File: src/rtl/sram_port_arbiter.sv
// Shares one sram-like req/addr_ok/data_ok port between the IF (inst) and EXE (data) requesters.
// Address phases are granted round-robin with grant locking; responses are routed by an in-order owner FIFO.
module sram_port_arbiter #(
    parameter int DEPTH = 4,
    parameter int PTR_W = 2
) (
    input  logic             clk,
    input  logic             resetn,

    input  logic             inst_req,
    input  logic             inst_wr,
    input  logic [1:0]       inst_size,
    input  logic [3:0]       inst_wstrb,
    input  logic [31:0]      inst_addr,
    input  logic [31:0]      inst_wdata,
    output logic             inst_addr_ok,
    output logic             inst_data_ok,
    output logic [31:0]      inst_rdata,

    input  logic             data_req,
    input  logic             data_wr,
    input  logic [1:0]       data_size,
    input  logic [3:0]       data_wstrb,
    input  logic [31:0]      data_addr,
    input  logic [31:0]      data_wdata,
    output logic             data_addr_ok,
    output logic             data_data_ok,
    output logic [31:0]      data_rdata,

    output logic             mem_req,
    output logic             mem_wr,
    output logic [1:0]       mem_size,
    output logic [3:0]       mem_wstrb,
    output logic [31:0]      mem_addr,
    output logic [31:0]      mem_wdata,
    input  logic             mem_addr_ok,
    input  logic             mem_data_ok,
    input  logic [31:0]      mem_rdata,

    output logic [PTR_W:0]   outstanding,
    output logic             resp_err
);

    localparam logic [PTR_W:0] FULL_COUNT = (PTR_W + 1)'(DEPTH);

    logic             lock_valid;
    logic             lock_id;
    logic             last_id;
    logic [DEPTH-1:0] owner_fifo;
    logic [PTR_W-1:0] rd_ptr;
    logic [PTR_W-1:0] wr_ptr;
    logic [PTR_W:0]   count;

    logic full;
    logic grant_valid;
    logic grant_id;
    logic granted_req;
    logic locked_req;
    logic accept;
    logic ret;
    logic head;

    assign full = (count == FULL_COUNT);

    // Full is taken from the registered count so a same-cycle return never feeds back into the grant.
    always_comb begin
        grant_valid = 1'b0;
        grant_id    = 1'b0;
        if (!full) begin
            if (lock_valid) begin
                grant_valid = 1'b1;
                grant_id    = lock_id;
            end else if (inst_req && data_req) begin
                grant_valid = 1'b1;
                grant_id    = ~last_id;
            end else if (inst_req) begin
                grant_valid = 1'b1;
                grant_id    = 1'b0;
            end else if (data_req) begin
                grant_valid = 1'b1;
                grant_id    = 1'b1;
            end
        end
    end

    assign granted_req = grant_id ? data_req : inst_req;
    assign locked_req  = lock_id ? data_req : inst_req;

    assign mem_req   = grant_valid & granted_req;
    assign mem_wr    = grant_id ? data_wr    : inst_wr;
    assign mem_size  = grant_id ? data_size  : inst_size;
    assign mem_wstrb = grant_id ? data_wstrb : inst_wstrb;
    assign mem_addr  = grant_id ? data_addr  : inst_addr;
    assign mem_wdata = grant_id ? data_wdata : inst_wdata;

    assign accept       = mem_req & mem_addr_ok;
    assign inst_addr_ok = accept & ~grant_id;
    assign data_addr_ok = accept & grant_id;

    assign ret          = mem_data_ok & (count != '0);
    assign head         = owner_fifo[rd_ptr];
    assign inst_data_ok = ret & ~head;
    assign data_data_ok = ret & head;
    assign inst_rdata   = mem_rdata;
    assign data_rdata   = mem_rdata;

    assign outstanding = count;

    always_ff @(posedge clk or negedge resetn) begin
        if (!resetn) begin
            lock_valid <= 1'b0;
            lock_id    <= 1'b0;
            last_id    <= 1'b0;
        end else begin
            if (accept) begin
                lock_valid <= 1'b0;
                last_id    <= grant_id;
            end else if (mem_req) begin
                lock_valid <= 1'b1;
                lock_id    <= grant_id;
            end else if (lock_valid && !locked_req) begin
                lock_valid <= 1'b0;
            end
        end
    end

    always_ff @(posedge clk) begin
        if (accept) begin
            owner_fifo[wr_ptr] <= grant_id;
        end
    end

    // Pointers are PTR_W wide so increments wrap naturally at DEPTH.
    always_ff @(posedge clk or negedge resetn) begin
        if (!resetn) begin
            rd_ptr   <= '0;
            wr_ptr   <= '0;
            count    <= '0;
            resp_err <= 1'b0;
        end else begin
            if (accept) begin
                wr_ptr <= wr_ptr + 1'b1;
            end
            if (ret) begin
                rd_ptr <= rd_ptr + 1'b1;
            end
            if (accept && !ret) begin
                count <= count + 1'b1;
            end else if (ret && !accept) begin
                count <= count - 1'b1;
            end
            if (mem_data_ok && (count == '0)) begin
                resp_err <= 1'b1;
            end
        end
    end

endmodule

File: config.mk
export PLATFORM = sky130hd
export DESIGN_NAME = sram_port_arbiter
export DESIGN_NICKNAME = d
export VERILOG_FILES = /design/src/rtl/sram_port_arbiter.sv
export SDC_FILE = /design/constraint.sdc
export NUM_CORES = 1
export LEC_CHECK = 0
export CAP_MARGIN = 20
export CORE_AREA = 3 3 125 127
export CTS_BUF_LIST = sky130_fd_sc_hd__clkbuf_8 sky130_fd_sc_hd__clkbuf_16
export DETAILED_ROUTE_END_ITERATION = 16
export DIE_AREA = 0 0 128 130
export DONT_BUFFER_PORTS = 1
export PLACE_DENSITY_LB_ADDON = 0.08
export REMOVE_ABC_BUFFERS = 1
export SYNTH_ARGS = -nofsm -noshare
export SYNTH_HDL_FRONTEND = slang
export SYNTH_SLANG_ARGS = --single-unit
File: constraint.sdc
create_clock -name clk -period 2.19 [get_ports clk]
set_input_delay 0.219 -clock clk [delete_from_list [all_inputs] [get_ports clk]]
set_output_delay 0.219 -clock clk [all_outputs]
set_load 0.005 [all_outputs]
# After elaboration in Yosys (flattened, before gate mapping)
# Cells that the tools add are included.
# word_totals
memories,0
ram_bits,0
wordCells,67
ff_bits,15
latch_bits,0
romBits,0
input_bits,180
out_inout_bits,144
# op_classes
n_reduce_logical,14
magnitude_cmp,3
bitwise,11
div_mod_pow,0
eq_ne,1
muxes,26
shift,0
mul,0
n_addsub,4
# op_table
operator,n
32-bit two-way mux,2
1-bit two-way mux,17
1-bit bitwise AND,7
1-bit logical AND,6
"2-bit by 3-bit < comparator with 1-bit output, second input constant",2
3-bit two-way mux,2
3-bit nonzero test,2
"2-bit by 1-bit adder with 2-bit output, second input constant",2
4-bit bitwise mux,1
4-bit two-way mux,1
1-bit inverter,4
"3-bit by 1-bit adder with 3-bit output, second input constant",1
"3-bit == test, second input constant",1
1-bit logical NOT,3
3-bit logical NOT,1
"3-bit by 1-bit subtractor with 3-bit output, second input constant",1
1-bit binary-select mux with 2-bit select,1
1-bit demux with 2-bit select,1
"2-bit by 1-bit greater-or-equal comparator with 1-bit output, second input constant",1
2-bit two-way mux,1
2-bit AND reduction,1
2-bit nonzero test,1

# Depth between registers and ports, before layout
# depth
word_depth,12
mapped_depth,9
ltp_nobuf,9

# Worst setup path after synthesis
# OpenSTA, ideal clock, no wires.
# synth_path
path_type,reg-to-reg
start,"reg count[2], in the netlist outstanding[2]"
end,"reg count[2], in the netlist outstanding[2]"
period_less_slack_ps,2143
arrival_time_ps,2064
slack_ps,47
required_time_ps,2111
path_stages_with_launch,10
setup_ps,79
path_buffers,0
cell_sequence,dfrtp_1 or3b_4 nand2_1 nor3_4 ha_1 inv_1 fa_1 xor2_1 nor2_1 xor2_1
# synth_via
elab_chain_cells,8
word_cells_on_any_way,17
cone_classes,add/sub (2); eq/ne (1); mux (5); bitwise (3); reduce/logical (6)
# synth_rtl
item,line_no,rtl
"start, declared",52,logic [PTR_W:0] count;
"start signal, assigned",148,count <= count + 1'b1;
"start signal, assigned",150,count <= count - 1'b1;
3-bit == test (*),63,assign full = (count == FULL_COUNT);
1-bit two-way mux,69,if (!full) begin
1-bit two-way mux,86,assign granted_req = grant_id ? data_req : inst_req;
1-bit bitwise AND (*),89,assign mem_req = grant_valid & granted_req;
1-bit bitwise AND (*),96,assign accept = mem_req & mem_addr_ok;
named net accept,59,logic accept;
1-bit logical NOT,149,end else if (ret && !accept) begin
1-bit logical AND,149,
2-bit nonzero test (no source line),n/a,
# The timed path passes the listed nets; every way through them passes the cells marked *. The select of a mux whose other input is x is not followed.
# A chain may end at the register's enable or synchronous reset.

# Worst setup path after layout
# layout_path
start,reg lock_valid
end,out mem_wdata[21]
# layout_via
elab_chain_cells,3
# layout_rtl
item,line_no,rtl
"start, declared",46,logic lock_valid;
"start signal, assigned",111,lock_valid <= 1'b0;
"start signal, assigned",116,lock_valid <= 1'b0;
"start signal, assigned",119,lock_valid <= 1'b1;
1-bit two-way mux,70,if (lock_valid) begin
1-bit two-way mux,69,
32-bit two-way mux,94,assign mem_wdata = grant_id ? data_wdata : inst_wdata;
"end, declared",35,"output logic [31:0] mem_wdata,"
# No other way between the ends.

==> results.md <==
- Multi-input logic area: 1450 µm²
- Synthesized instance count: 208
- Synth top area share: 0.415
- Final non-filler cell total: 335
- EDFF count, synth: 4
- Max Fclk: 464 MHz
- Final HPWL DP: ~9400 µm
- Slew Viols, Final: 0
- Vias in the first global route: 1,472
- Worst Max-Slew Pin Slew: 569 ps
- TritonCTS clock tree: built
- Outcome: finished clean
- Core Area: 14,500 µm²
- # setup viols final: 0
- Die W: 128 µm
- Layout Utilization: 0.159
- Sw frac: 0.390
- Clk_lat worst skew: 240 ps
- Grt ovf: 0
- Count leader, synth: mux2_4
- Power share of the sequential group: 0.162
- RSZ-0062 raised after global routing: true
- Pre-CTS WS: approximately 85 ps
- Slowest CP cell: dfrtp_1
- FP Rows: 44
- Clock power frac: 0.115
- Global-route wire length before repair: 12,900 µm
- Final Skew: 1.77 ps
- Post-synth top cells: mux2_4 (69), buf_4 (64), dfrtp_1 (11)
- Fill count: around 1,600
- Final Cycle Share: 0.984
- Final net count: 338
- Drt via density: between 4 and 5
- Synthesis-stage register bit count: 15
- Synth Flop Type: dfrtp_1
- CTS H-Tree Depth: 1
- Required time of the critical path: approximately 2000 ps
- Router iterations before antenna repair: 4
- Vias: 1,357
- Total power draw: 3.07 mW
- Largest net degree at the start of global routing: 27
- Power Dens Cells: 1330 nW/µm²
- CTS Root Buffer Type: clkbuf_16
- Total routed wirelength: slightly above 10,000 µm
- Ys async rst share: 0.733
- Chip height: between 100 and 150 µm
- CP Launch Type: flop
- Yosys warning total: 0
- Yosys cell types: 28
- Crit path max-delay family: flip-flops
- IO Pins: 324
- Finished layout cell area: 2310 µm²
- Post-DP Area: about 2200 µm²
- CP max stage delay: 400 ps
- Worst path bufs/invs: 1
- Tot GR Track Use: 0.112
- Top cell type by total area after synthesis: mux2_4
- TritonCTS buffer count: 3
- Residual DRC count: 0
- Register area: 395 µm²
- Path category of the worst min-delay check: in2reg
- ANT cells: 0
- Die area: 16,600 µm²
- Share of cells above drive strength 1: 0.636
- Antenna viol nets, final: 0
- Final Wtd Congestion: 0.795
- Reg clk slew, reported paths: 50 ps
- Final worst slack: ~34 ps
- WS Path Type: reg2out
- Avg WL per Cell: 31.0 µm
- Gate power share: 0.722
- Fin crit period: 2160 ps
- Leak Pwr: around 0.99 nW
- Internal Pwr Total: 1.87 mW
- Worst-path fanout max: 25
- CP arrival: 1940 ps
- Initial antenna violation count: 0
- Hold Violations, Final: 0
- Starting Density: 0.172
- Max cap viols: 0
- Maximum vdd ir drop: 0.000355 V
- Number of post-CTS setup repair buffers: 0
- Synthesized area: about 2500 µm²
- Sequential fraction of the synthesis area: 0.158
- # placed instances: 329
- IO Port Bufs: 0
- Syn Area/Cell: 12.0 µm²
- Net Switching: 1.20 mW
- Largest cells by area after synthesis: mux2_4 (42%), buf_4 (19%), dfrtp_1 (11%)
- Cells along the critical path: nand2b_1, o21ai_2, and2_4, bufbuf_16, mux2_4
- Relative slew slack: 0.619
- Layout area overhead: -7.57%
- CTS max path bufs: 2
- DRT iter0 DRCs: 32
- CP Capture Type: output pin
- Clock Sinks: 15
[kinds of logic (layout without fill, tap and decap cells)]
family / count (synthesis) / count (layout) / synth area share
AND/OR/NAND/NOR: 25 / 25 / 0.0617
multiplexers: 75 / 75 / 0.447
adder cells (fa/ha/maj): 6 / 6 / 0.0331
buffers and inverters: 76 / 19 / 0.263
AO/OA/AOI/OAI: 5 / 5 / 0.0160
XOR/XNOR: 6 / 6 / 0.0211
flip-flops: 15 / 15 / 0.158
[layout by cell type (no fill, tap or decap)]
master and instances:
a21oi_1 1, nor3_1 2, nor2_1 5, buf_6 1, nor3_4 1, dfrtp_1 11, nand2b_1 3, and2_4 1
clkbuf_16 3, mux2_4 69, edfxtp_1 4, and2_1 6, ha_1 4, bufbuf_16 1, fa_1 1, buf_4 7
a21o_1 1, buf_16 1, nor2b_1 1, xor2_1 3, mux2_2 5, nor4_1 1, clkinv_2 1, dlygate4sd3_1 1
o21ai_2 1, nor3b_1 1, or3b_4 1, nand2_1 2, o21ba_2 1, nor3_2 1, xnor2_1 3, a2111oi_0 1
ha_2 1, inv_1 4, mux4_2 1
[layout make-up]
cell class	count	share of cell area
flip-flops and latches	15	0.171
inverters	4	0.00651
clock inverters	1	0.00217
clock buffers	3	0.0326
well taps	184	0.0998
multi-input cells	117	0.629
repair buffers	11	0.0581
[power by group through the flow]
stage | Sequential (mW) | Clock (mW) | Combinational [mW]
final | 0.499 | 0.354 | 2.22
after global routing | 0.521 | 0.381 | 2.40
after CTS | 0.501 | 0.374 | 2.30
after detailed placement | 0.505 | 0 | 2.18
after global placement | 0.498 | 0 | 2.11
after floorplan | 0.519 | 0 | 1.61
[repair_timing]
item,CTS,global route
endpoints found under the hold margin,11,0
setup endpoints to repair,6,46
gates resized for setup,2,2
hold buffers,1,0
cloned,1,0
[state kept, by name, indices dropped and copies added (netlist names)]
signal / count
owner_fifo: 4
resp_err: 1
last_id: 1
rd_ptr: 2
lock_valid: 1
outstanding: 3
wr_ptr: 2
lock_id: 1
[per-stage QoR]
step           TNS, ps  hold slack (ps)
2_1_floorplan    -94.0            -76.6
3_3_place_gp         0            -76.2
3_5_place_dp         0            -76.2
4_1_cts              0             85.9
5_1_grt          -1730             90.3
6_report             0             92.7
[layer usage]
metal,up-vias,GRT usage,wire [µm]
met5,-,0,0
met4,0,0.00936,24
met3,2,0.0991,1860
met2,181,0.147,4400
met1,634,0.142,4100
li1,540,-,-
[worst paths after layout]
kind                            slack [ps]  cells after the start           start        endpoint
worst max-delay path                    30                      5      lock_valid   mem_wdata[21]
worst min-delay path                    90                      1     mem_data_ok        resp_err
worst max register to register         110                      9  outstanding[2]  outstanding[2]
worst min register to register         490                      1        resp_err        resp_err
max in group asynchronous             1410                      1          resetn        resp_err
min in group asynchronous              410                      1          resetn       wr_ptr[0]
(Power assumes the default switching activity.)
